**config.mk**
```make
export PLATFORM = sky130hd
export DESIGN_NAME = ikaopll_pg_tdm
export DESIGN_NICKNAME = d
export VERILOG_FILES = /design/src/rtl/ikaopll_pg_tdm.sv
export SDC_FILE = /design/constraint.sdc
export NUM_CORES = 1
export LEC_CHECK = 0
export ABC_CLOCK_PERIOD_IN_PS = 9300
export CAP_MARGIN = 20
export CORE_MARGIN = 5
export CORE_UTILIZATION = 35
export CTS_CLUSTER_SIZE = 14
export DETAILED_ROUTE_END_ITERATION = 8
export PLACE_DENSITY = 0.52
export SLEW_MARGIN = 20
export SYNTH_ARGS = -nofsm -noshare
export SYNTH_HDL_FRONTEND = slang
export SYNTH_SLANG_ARGS = --single-unit
```
**constraint.sdc**
```tcl
create_clock -name i_EMUCLK -period 9.3 [get_ports i_EMUCLK]
set_input_delay 1.395 -clock i_EMUCLK [delete_from_list [all_inputs] [get_ports i_EMUCLK]]
set_output_delay 1.395 -clock i_EMUCLK [all_outputs]
set_load 0.01 [all_outputs]
```
**src/rtl/ikaopll_pg_tdm.sv**
```systemverilog
// Time-division-multiplexed FM phase generator: one shared PM/block/MUL/accumulate
// pipeline serves SLOTS operator slots, with per-slot freeze and a host phase read port.
module ikaopll_pg_tdm #(
    parameter int unsigned SLOTS   = 18,
    parameter int unsigned FNUM_W  = 9,
    parameter int unsigned BLOCK_W = 3,
    parameter int unsigned PHASE_W = 19,
    parameter int unsigned OUT_W   = 10
) (
    input  logic               i_EMUCLK,
    input  logic               i_RST,
    input  logic               i_phi1_NCEN_n,
    input  logic               i_SYNC,
    input  logic [FNUM_W-1:0]  i_FNUM,
    input  logic [BLOCK_W-1:0] i_BLOCK,
    input  logic [3:0]         i_MUL,
    input  logic               i_PM,
    input  logic [2:0]         i_PMVAL,
    input  logic               i_PHASE_RST,
    input  logic               i_FREEZE,
    input  logic               i_RD_REQ,
    input  logic [4:0]         i_RD_SLOT,
    output logic [OUT_W-1:0]   o_OP_PHASE,
    output logic [4:0]         o_OP_SLOT,
    output logic               o_OP_VALID,
    output logic               o_RD_ACK,
    output logic [PHASE_W-1:0] o_RD_DATA,
    output logic               o_RD_ERR
);

    localparam int unsigned D0_W    = FNUM_W + 2;
    localparam int unsigned DB_W    = D0_W + (1 << BLOCK_W) - 1;
    localparam int unsigned PR_W    = DB_W + 4;
    localparam int unsigned SLOT_AW = (SLOTS > 1) ? $clog2(SLOTS) : 1;

    typedef enum logic [1:0] {RdIdle, RdWait, RdAck} rd_state_e;

    logic tick;
    assign tick = ~i_phi1_NCEN_n;

    logic [4:0] slot_q;

    logic [FNUM_W-1:0]  s0_fnum;
    logic [BLOCK_W-1:0] s0_block;
    logic [3:0]         s0_mul;
    logic               s0_pm;
    logic [2:0]         s0_pmval;
    logic               s0_prst;
    logic               s0_frz;
    logic [4:0]         s0_slot;

    logic [DB_W-1:0]    s1_db;
    logic [3:0]         s1_mul;
    logic               s1_prst;
    logic               s1_frz;
    logic [4:0]         s1_slot;

    logic [PHASE_W-1:0] s2_delta;
    logic               s2_prst;
    logic [4:0]         s2_slot;

    logic [OUT_W-1:0]   op_phase_q;
    logic [4:0]         op_slot_q;
    logic [1:0]         prime_q;
    logic               op_valid_q;

    logic [PHASE_W-1:0] phase_q [SLOTS];
    logic [PHASE_W-1:0] phase_new;

    always_ff @(posedge i_EMUCLK) begin
        if (i_RST) begin
            slot_q <= '0;
        end else if (tick) begin
            if (i_SYNC || slot_q == 5'(SLOTS - 1)) begin
                slot_q <= '0;
            end else begin
                slot_q <= slot_q + 5'd1;
            end
        end
    end

    // S1: vibrato offset and block shift
    logic               pm_neg;
    logic [1:0]         pm_sel;
    logic [2:0]         pm_amt;
    logic [D0_W-1:0]    pm_ext;
    logic [D0_W-1:0]    d0;
    logic [DB_W-1:0]    db;

    always_comb begin
        pm_neg = s0_pmval[2] & s0_pm;
        pm_sel = s0_pmval[1:0] & {2{s0_pm}};
        pm_amt = 3'd0;
        case (pm_sel)
            2'd1, 2'd3: pm_amt = {1'b0, s0_fnum[FNUM_W-1 -: 2]};
            2'd2:       pm_amt = s0_fnum[FNUM_W-1 -: 3];
            default:    pm_amt = 3'd0;
        endcase
        pm_ext = D0_W'(pm_amt);
        if (pm_neg) begin
            pm_ext = -pm_ext;
        end
        d0 = {1'b0, s0_fnum, 1'b0} + pm_ext;
        // Borrow out of the negative add lands in the MSB; drop it
        if (pm_neg) begin
            d0[D0_W-1] = 1'b0;
        end
        db = (DB_W'(d0) << s0_block) >> 1;
    end

    // S2: multiplier
    logic [3:0]      mul_fac;
    logic [DB_W-1:0] db_in;
    logic [PR_W-1:0] prod;

    always_comb begin
        db_in   = s1_db;
        mul_fac = s1_mul;
        case (s1_mul)
            4'h0: begin
                db_in   = s1_db >> 1;
                mul_fac = 4'd1;
            end
            4'hA, 4'hB: mul_fac = 4'd10;
            4'hC, 4'hD: mul_fac = 4'd12;
            4'hE, 4'hF: mul_fac = 4'd15;
            default:    mul_fac = s1_mul;
        endcase
        prod = PR_W'(db_in) * PR_W'(mul_fac);
    end

    // S3: a slot recurs only every SLOTS ticks, so this read always sees its last write
    assign phase_new = s2_delta + (s2_prst ? '0 : phase_q[SLOT_AW'(s2_slot)]);

    always_ff @(posedge i_EMUCLK) begin
        if (i_RST) begin
            s0_fnum    <= '0;
            s0_block   <= '0;
            s0_mul     <= '0;
            s0_pm      <= 1'b0;
            s0_pmval   <= '0;
            s0_prst    <= 1'b0;
            s0_frz     <= 1'b0;
            s0_slot    <= '0;
            s1_db      <= '0;
            s1_mul     <= '0;
            s1_prst    <= 1'b0;
            s1_frz     <= 1'b0;
            s1_slot    <= '0;
            s2_delta   <= '0;
            s2_prst    <= 1'b0;
            s2_slot    <= '0;
            op_phase_q <= '0;
            op_slot_q  <= '0;
            prime_q    <= '0;
            op_valid_q <= 1'b0;
        end else if (tick) begin
            s0_fnum    <= i_FNUM;
            s0_block   <= i_BLOCK;
            s0_mul     <= i_MUL;
            s0_pm      <= i_PM;
            s0_pmval   <= i_PMVAL;
            s0_prst    <= i_PHASE_RST;
            s0_frz     <= i_FREEZE;
            s0_slot    <= slot_q;
            s1_db      <= db;
            s1_mul     <= s0_mul;
            s1_prst    <= s0_prst;
            s1_frz     <= s0_frz;
            s1_slot    <= s0_slot;
            s2_delta   <= s1_frz ? '0 : PHASE_W'(prod);
            s2_prst    <= s1_prst;
            s2_slot    <= s1_slot;
            op_phase_q <= phase_new[PHASE_W-1 -: OUT_W];
            op_slot_q  <= s2_slot;
            prime_q    <= {prime_q[0], 1'b1};
            op_valid_q <= prime_q[1];
        end
    end

    always_ff @(posedge i_EMUCLK) begin
        if (i_RST) begin
            for (int unsigned i = 0; i < SLOTS; i++) begin
                phase_q[SLOT_AW'(i)] <= '0;
            end
        end else if (tick) begin
            phase_q[SLOT_AW'(s2_slot)] <= phase_new;
        end
    end

    // Host read-back FSM
    rd_state_e          rd_state_q, rd_state_d;
    logic [4:0]         rd_slot_q, rd_slot_d;
    logic [PHASE_W-1:0] rd_data_q, rd_data_d;
    logic               rd_err_q, rd_err_d;
    logic               rd_ack_q, rd_ack_d;

    always_comb begin
        rd_state_d = rd_state_q;
        rd_slot_d  = rd_slot_q;
        rd_data_d  = rd_data_q;
        rd_err_d   = rd_err_q;
        rd_ack_d   = (rd_state_q == RdAck);
        case (rd_state_q)
            RdIdle: begin
                if (i_RD_REQ) begin
                    rd_slot_d = i_RD_SLOT;
                    rd_data_d = '0;
                    if ({1'b0, i_RD_SLOT} >= 6'(SLOTS)) begin
                        rd_err_d   = 1'b1;
                        rd_state_d = RdAck;
                    end else begin
                        rd_err_d   = 1'b0;
                        rd_state_d = RdWait;
                    end
                end
            end
            RdWait: begin
                if (s2_slot == rd_slot_q) begin
                    rd_data_d  = phase_new;
                    rd_state_d = RdAck;
                end
            end
            RdAck:   rd_state_d = RdIdle;
            default: rd_state_d = RdIdle;
        endcase
    end

    always_ff @(posedge i_EMUCLK) begin
        if (i_RST) begin
            rd_state_q <= RdIdle;
            rd_slot_q  <= '0;
            rd_data_q  <= '0;
            rd_err_q   <= 1'b0;
            rd_ack_q   <= 1'b0;
        end else if (tick) begin
            rd_state_q <= rd_state_d;
            rd_slot_q  <= rd_slot_d;
            rd_data_q  <= rd_data_d;
            rd_err_q   <= rd_err_d;
            rd_ack_q   <= rd_ack_d;
        end
    end

    assign o_OP_PHASE = op_phase_q;
    assign o_OP_SLOT  = op_slot_q;
    assign o_OP_VALID = op_valid_q;
    assign o_RD_ACK   = rd_ack_q;
    assign o_RD_DATA  = rd_data_q;
    assign o_RD_ERR   = rd_err_q;

endmodule

```
==> impl_metrics.csv, run 1 <==
group,metric,value,unit
sta,transition_time_of_the_tightest_slew_check_pin,1.20,ns
drt,wl_per_cell,25.3,um
synth,synth_top_cells_by_area,"sky130_fd_sc_hd__edfxtp_1 (55%), sky130_fd_sc_hd__mux4_2 (13%), sky130_fd_sc_hd__dfxtp_1 (8.2%)",
clocking,numCtsBuffers,80,
global_routing,grt_usage,0.182,
sta,grt_setup_unrepaired,"no",
drt,detailed_router_s_first_iteration_violation_count,1680,
cells_and_area,fill_cells,8761,
power_and_ir_drop,total_power,0.00714,W
clocking,cts_max_level,3,
critical_path,cp.buffers_inverters,3,
cells_and_area,numnets_final,2514,
sta,finClkSkew,0.0231,ns
critical_path,reg2reg_depth,14,
floorplan,core_area,0.0947,mm^2
global_routing,grt_first_pass_wirelength,137000,um
sta,finalHoldViolations,0,
critical_path,worst-path-max-fanout,33,
power_and_ir_drop,internal_power,0.00554,W
critical_path,required_time_at_the_endpoint_of_the_critical_path,9.56,ns
synth,postSynthCellCount,2359,
critical_path,cp-endpoint,"phase_q[26][14]$_DFFE_PP_",
sta,report.final.slew_viol_count,0,
drt,number_of_remaining_drc_errors,0,
sta,period_minus_slack,6.14,ns
power_and_ir_drop,p_sw,0.00160,W
critical_path,standard_cell_with_the_maximum_stage_delay_on_the_critical_path,"sky130_fd_sc_hd__nand2_1",
synth,synth_async_sr_flop_share,0,
floorplan,floorplan.initialDensity,0.352,
critical_path,kind_of_critical_path,"reg -> reg",
placement,globalplace.congestion,0.876,
drt,final_ant_viol_nets,0,
power_and_ir_drop,share_comb_of_total_power,0.050,
cells_and_area,layout.cells.most_common,"sky130_fd_sc_hd__edfxtp_1",
synth,synth_edf_count,608,
sta,max_freq,163,MHz
critical_path,cpMostUsedCell,"sky130_fd_sc_hd__mux4_2",
synth,top_cell_type_s_share_of_synthesized_area,0.548,
cells_and_area,post_route_cells_drive_above_1_share,0.162,
drt,via_count,19900,
critical_path,regToRegEndpoint,"phase_q[26][14]$_DFFE_PP_",
synth,number_of_distinct_library_cells_after_synthesis,58,
floorplan,floorplan.die_area,0.102,mm^2
power_and_ir_drop,power_density_over_the_cells,188,mW/mm^2
worst_hold_path,worst_hold_path_type,"reg -> reg",
placement,dp.final_hpwl,56600,um
global_routing,grt.overflow.total,0,
clocking,post-cts-setup-buffers,0,
floorplan,die_h,319,um
global_routing,via_count_of_the_first_global_routing_pass,20600,
clocking,cts_root_buffer,"sky130_fd_sc_hd__clkbuf_16",
synth,post_synthesis_cell_type_with_the_largest_combined_area,"sky130_fd_sc_hd__edfxtp_1",
critical_path,timing.critical_path.from_type,"flop",
outcome,outcome,"completed",
cells_and_area,register_area,0.0210,mm^2
synth,synth_fp_nets,2474,
clocking,ctsLongestPathBuffers,3,
clocking,worstSkewPairLatency,0.64,ns
critical_path,cpPeakStageDelay,0.70,ns
critical_path,rrSetupSlack,3.16,ns
critical_path,cp_cell_sequence,"buf_16 > buf_4 > mux4_2 > mux4_2 > mux2i_1 > nor2_1 > ha_1 > a2111oi_0 > nor4_1 > a21oi_1 > o21a_1 > xnor2_1 > nand2_1 > inv_1",
power_and_ir_drop,switching_share,0.224,
synth,number_of_synthesis_warnings,0,
global_routing,antenna_violations_before_repair,3,
critical_path,timing.critical_path.arrival,6.41,ns
clocking,numClockSinks,744,
power_and_ir_drop,pwr-share-seq,0.519,
clocking,tritoncts,"built",
critical_path,cp_depth,14,
sta,max-slew-margin-rel,0.200,
drt,route.detailed.vias_per_inst,5.35,
drt,postRouteWirelength,94400,um
synth,syn_area_per_cell,14.1,um^2
synth,synth_sequential_area_ratio,0.629,
cells_and_area,most-common-layout-cells,"sky130_fd_sc_hd__edfxtp_1 (608), sky130_fd_sc_hd__nor2_1 (459), sky130_fd_sc_hd__mux4_2 (189)",
clocking,clkTransAtPathRegs,0.06,ns
clocking,hold_bufs_inserted_after_cts,0,
floorplan,die_x,319,um
power_and_ir_drop,clock_share_of_power,0.432,
placement,buffer_ports.inserted,68,
cells_and_area,synthToLayoutAreaGrowth,14.2,%
floorplan,boundaryPins,69,
sta,whs,0.444,ns
sta,setup_tns,0,ns
critical_path,cpLargestDelayFamily,"buffers and inverters",
sta,report.final.setup_viol,0,
power_and_ir_drop,total_leakage_power,13.1,nW
synth,ys.flop_type,"sky130_fd_sc_hd__edfxtp_1",
power_and_ir_drop,vdd.ir_drop.worst,126,uV
cells_and_area,multi_input_combinational_cell_area,0.0116,mm^2
synth,synth_seq_cells,744,
sta,layout_worst_path_cycle_share,0.660,
floorplan,placementRows,113,
global_routing,grt_max_degree,117,
critical_path,crit_path_end_kind,"flop",
drt,drt-pass1-iter-count,6,
clocking,ctsResizeCount,0,
synth,synth_area,0.0333,mm^2
flow_run,max_cap_viol_count,0,
==> metrics by stage <==
stage                util  setup slack [ns]  instances  instance area, um^2
finish              0.402              3.16       3727                38100
CTS                 0.402              2.82       3724                38100
detailed placement  0.375              2.84       3581                35600
global route        0.402              2.71       3725                38100
global placement    0.375              2.93       3581                35600
floorplan               -              4.31       2359                33300
==> worst reg2reg max path, cell delays in order, from the launching register on <==
cell and delay, ns:
sky130_fd_sc_hd__dfxtp_4 0.60, sky130_fd_sc_hd__buf_16 0.31, sky130_fd_sc_hd__buf_4 0.59, sky130_fd_sc_hd__mux4_2 0.61, sky130_fd_sc_hd__mux4_2 0.54, sky130_fd_sc_hd__mux2i_1 0.16, sky130_fd_sc_hd__nor2_1 0.08, sky130_fd_sc_hd__ha_1 0.39
sky130_fd_sc_hd__a2111oi_0 0.64, sky130_fd_sc_hd__nor4_1 0.13, sky130_fd_sc_hd__a21oi_1 0.30, sky130_fd_sc_hd__o21a_1 0.18, sky130_fd_sc_hd__xnor2_1 0.09, sky130_fd_sc_hd__nand2_1 0.70, sky130_fd_sc_hd__inv_1 0.45
==> routing by layer <==
metal,up-vias,global-route usage,routed length [um]
li1,8753,-,-
met1,10400,0.238,39000
met2,667,0.306,46200
met3,154,0.0375,6280
met4,2,0.0594,2830
met5,-,0,11
==> Yosys cell counts, drive strengths merged (8+ instances only) <==
master  number
ha          51
o21bai       8
a211oi       9
buf         37
mux2        13
nand2      127
fa          32
a21o        13
clkbuf     118
nand2b      24
edfxtp     608
dfxtp      136
nor2       476
nor3        15
o21ai       53
a21oi       51
a22oi       12
inv         89
nand3       18
mux2i       87
and2        48
xnor2       33
mux4       189
xor2        14
a22o         8
==> logic make-up (layout without fill, tap and decap cells) <==
family,Yosys count,in the layout,share of synthesized area
other,0,2,0
flip-flops,744,744,0.629
adder cells (fa/ha/maj),83,83,0.0383
XOR/XNOR,47,47,0.0123
AO/OA/AOI/OAI,199,199,0.0385
multiplexers,289,289,0.158
AND/OR/NAND/NOR,752,752,0.0953
buffers and inverters,245,346,0.0282
==> sequential cells by signal, indices dropped and copies added (netlist names), 5 cells and up, named ones only <==
signal and count:
s2_slot 5, slot_q 5, s0_slot 5, s0_fnum 9
o_RD_DATA 19, s1_slot 5, phase_q 608, rd_slot_q 5
s1_db 17, o_OP_SLOT 5, s2_delta 19, o_OP_PHASE 10
==> worst min path at each step <==
stage | slack [ns] | startpoint | endpoint | cells after the start
final | 0.44 | o_OP_PHASE[1]$_SDFFE_PP0N_ | o_OP_PHASE[1]$_SDFFE_PP0N_ | 2
after global routing | 0.47 | o_OP_PHASE[7]$_SDFFE_PP0N_ | o_OP_PHASE[7]$_SDFFE_PP0N_ | 2
after CTS | 0.45 | o_OP_PHASE[1]$_SDFFE_PP0N_ | o_OP_PHASE[1]$_SDFFE_PP0N_ | 2
after detailed placement | 0.44 | o_OP_PHASE[1]$_SDFFE_PP0N_ | o_OP_PHASE[1]$_SDFFE_PP0N_ | 2
after global placement | 0.44 | prime_q[0]$_SDFFE_PP0N_ | prime_q[0]$_SDFFE_PP0N_ | 2
after floorplan | 0.43 | prime_q[0]$_SDFFE_PP0N_ | prime_q[0]$_SDFFE_PP0N_ | 2
==> power groups by stage <==
stage,Combinational (W),Clock (W),Sequential [W]
6_report,0.000355,0.00308,0.00371
2_1_floorplan,0.000219,0,0.00376
3_5_place_dp,0.000355,0,0.00378
4_1_cts,0.000356,0.00314,0.00371
3_3_place_gp,0.000349,0,0.00377
5_1_grt,0.000382,0.00327,0.00371
==> cell type report <==
cell class | instances | share of cell area
timing repair buffer | 113 | 0.0278
tap | 1265 | 0.0416
sequential | 744 | 0.551
multi-input combinational | 1370 | 0.305
clock inverter | 35 | 0.00857
inverter | 90 | 0.00887
clock buffer | 108 | 0.0570
antenna | 2 | 0.000131
No activity file was read; power rests on OpenSTA's default activity.
==> run 2, diff against run 1 <==
Settings changed: ABC_CLOCK_PERIOD_IN_PS 9300 to 5800.
Clock period 9.3 ns to 5.8 ns, I/O delays scaled along.
==> run 2 against run 1 <==
  * Critical path depth rose by 2
  * Critical endpoint is now phase_q[24][15]$_DFFE_PP_
  * Clock skew is 0.0078 ns higher
  * Register-to-register slack lost 2.7 ns
  * Count of clock-buffer cells in the layout stayed put
  * Flip-flop and latch count did not move
  * Highest routed layer unchanged
  * Via count up 0.22%
==> impl_metrics.csv, run 2 (synthesized netlist as in run 1, its figures left out) <==
group,metric,value,unit
clocking,numClockSinks,744,
cells_and_area,num_antenna_cells,0,
placement,globalplace.congestion,0.847,
power_and_ir_drop,power_density_over_the_cells,303,mW/mm^2
critical_path,reg2reg_depth,16,
sta,layout_worst_path_cycle_share,0.927,
global_routing,antenna_violations_before_repair,3,
sta,period_minus_slack,5.37,ns
global_routing,grt_max_degree,60,
floorplan,die_x,319,um
critical_path,worst-path-max-fanout,23,
drt,number_of_remaining_drc_errors,0,
sta,setup_tns,0,ns
drt,detailed_router_s_first_iteration_violation_count,1905,
cells_and_area,register_area,0.0210,mm^2
global_routing,grt.overflow.total,0,
cells_and_area,fill_cells,8703,
sta,report.final.setup_viol,0,
cells_and_area,post_route_cells_drive_above_1_share,0.173,
drt,final_ant_viol_nets,0,
cells_and_area,flip_flop_count_of_the_largest_register_after_layout,608,
clocking,numCtsBuffers,80,
sta,setup_slack,0.425,ns
cells_and_area,register_containing_the_most_flip_flops_in_the_final_layout,"phase_q",
global_routing,grt_usage,0.181,
drt,via_count,20000,
floorplan,placementRows,113,
sta,finClkSkew,0.0309,ns
clocking,ctsLongestPathBuffers,3,
global_routing,via_count_of_the_first_global_routing_pass,20500,
flow_run,max_cap_viol_count,0,
sta,report.final.slew_viol_count,0,
cells_and_area,layout.core_utilization,0.407,
sta,max-slew-margin-rel,0.259,
cells_and_area,numnets_final,2545,
clocking,worstSkewPairLatency,0.64,ns
critical_path,cp-endpoint,"phase_q[24][15]$_DFFE_PP_",
floorplan,die_h,319,um
critical_path,crit_path_end_kind,"flop",
floorplan,floorplan.initialDensity,0.352,
critical_path,rrSetupSlack,0.43,ns
placement,dp.final_hpwl,59100,um
clocking,cts_max_level,3,
global_routing,grt_first_pass_wirelength,138000,um
floorplan,core_area,0.0947,mm^2
drt,drt-pass1-iter-count,5,
sta,finalHoldViolations,0,
drt,wl_per_cell,24.7,um
power_and_ir_drop,vdd.ir_drop.worst,188,uV
critical_path,timing.critical_path.from_type,"flop",
placement,dpl_worst_slack,0.499,ns
sta,grt_setup_unrepaired,"no",
worst_hold_path,worst_hold_path_type,"reg -> reg",
clocking,hold_bufs_inserted_after_cts,0,
power_and_ir_drop,total_power,0.0117,W
drt,postRouteWirelength,92800,um
critical_path,kind_of_critical_path,"reg -> reg",
clocking,cts_root_buffer,"sky130_fd_sc_hd__clkbuf_16",
cells_and_area,most-common-layout-cells,"sky130_fd_sc_hd__edfxtp_1 (608), sky130_fd_sc_hd__nor2_1 (459), sky130_fd_sc_hd__mux4_2 (189)",
drt,route.detailed.vias_per_inst,5.32,
critical_path,regToRegEndpoint,"phase_q[24][15]$_DFFE_PP_",
outcome,outcome,"completed",
placement,buffer_ports.inserted,68,
power_and_ir_drop,total_leakage_power,13.4,nW
critical_path,timing.critical_path.arrival,5.67,ns
sta,transition_time_of_the_tightest_slew_check_pin,1.11,ns
sta,max_freq,186,MHz
clocking,tritoncts,"built",
cells_and_area,synthToLayoutAreaGrowth,15.5,%
cells_and_area,multi_input_combinational_cell_area,0.0116,mm^2
clocking,ctsResizeCount,0,
cells_and_area,layout.cells.most_common,"sky130_fd_sc_hd__edfxtp_1",
floorplan,floorplan.die_area,0.102,mm^2
clocking,post-cts-setup-buffers,0,
critical_path,required_time_at_the_endpoint_of_the_critical_path,6.10,ns
floorplan,boundaryPins,69,
clocking,clkTransAtPathRegs,0.06,ns
## run 2: changes by cell type in the layout (fill, tap and decap cells not counted), sizes merged
cell,change
buf,+31
bufinv,+3
clkinv,+1
diode,-2
inv,-1
## run 2: critical path, stage by stage, from the launching register on
cell	delay [ns]
sky130_fd_sc_hd__dfxtp_4	0.53
sky130_fd_sc_hd__buf_12	0.28
sky130_fd_sc_hd__buf_12	0.23
sky130_fd_sc_hd__mux4_2	0.53
sky130_fd_sc_hd__mux4_2	0.46
sky130_fd_sc_hd__mux2i_1	0.22
sky130_fd_sc_hd__nor2_1	0.08
sky130_fd_sc_hd__ha_1	0.43
sky130_fd_sc_hd__and3_1	0.21
sky130_fd_sc_hd__o21ai_0	0.21
sky130_fd_sc_hd__o31ai_1	0.16
sky130_fd_sc_hd__a21oi_1	0.27
sky130_fd_sc_hd__nor2_1	0.08
sky130_fd_sc_hd__nor4b_1	0.35
sky130_fd_sc_hd__nor3_2	0.17
sky130_fd_sc_hd__buf_4	0.17
sky130_fd_sc_hd__nor2_1	0.63
## run 2: how the worst min path moves through the flow
stage	endpoint	cells past startpoint	startpoint	slack, ns
floorplan	prime_q[0]$_SDFFE_PP0N_	2	prime_q[0]$_SDFFE_PP0N_	0.43
global placement	o_OP_PHASE[2]$_SDFFE_PP0N_	2	o_OP_PHASE[2]$_SDFFE_PP0N_	0.43
detailed placement	o_OP_PHASE[4]$_SDFFE_PP0N_	2	o_OP_PHASE[4]$_SDFFE_PP0N_	0.43
CTS	o_OP_PHASE[4]$_SDFFE_PP0N_	2	o_OP_PHASE[4]$_SDFFE_PP0N_	0.44
global route	o_OP_PHASE[1]$_SDFFE_PP0N_	2	o_OP_PHASE[1]$_SDFFE_PP0N_	0.46
finish	o_OP_PHASE[4]$_SDFFE_PP0N_	2	o_OP_PHASE[4]$_SDFFE_PP0N_	0.44
## run 2: final cells by class
| class | count | share of cell area |
|---|---|---|
| Multi-Input combinational cell | 1370 | 0.301 |
| Tap cell | 1265 | 0.0411 |
| Timing Repair Buffer | 144 | 0.0356 |
| Inverter | 90 | 0.00877 |
| Sequential cell | 744 | 0.545 |
| Clock buffer | 108 | 0.0582 |
| Clock inverter | 38 | 0.0107 |
## run 2: report_power, final
group          switching (W)  internal, W  total (W)
clock network        0.00213      0.00304    0.00516
logic               0.000374     0.000207   0.000581
registers          0.0000641      0.00588    0.00594
## run 2: metal layers
layer / up-vias / GRT usage / share of wire
li1: 8810 / - / -
met1: 10400 / 0.246 / 0.43
met2: 627 / 0.301 / 0.48
met3: 116 / 0.0310 / 0.063
met4: 2 / 0.0540 / 0.026
met5: - / 0 / 0.00011
## run 2: per-stage QoR
| step | instance area (um^2) | hold slack [ns] | std cells |
|---|---|---|---|
| 2_1_floorplan | 33300 | 0.429 | 2359 |
| 3_3_place_gp | 35900 | 0.433 | 3613 |
| 3_5_place_dp | 35900 | 0.433 | 3613 |
| 4_1_cts | 38500 | 0.443 | 3759 |
| 5_1_grt | 38500 | 0.463 | 3759 |
| 6_report | 38500 | 0.442 | 3759 |
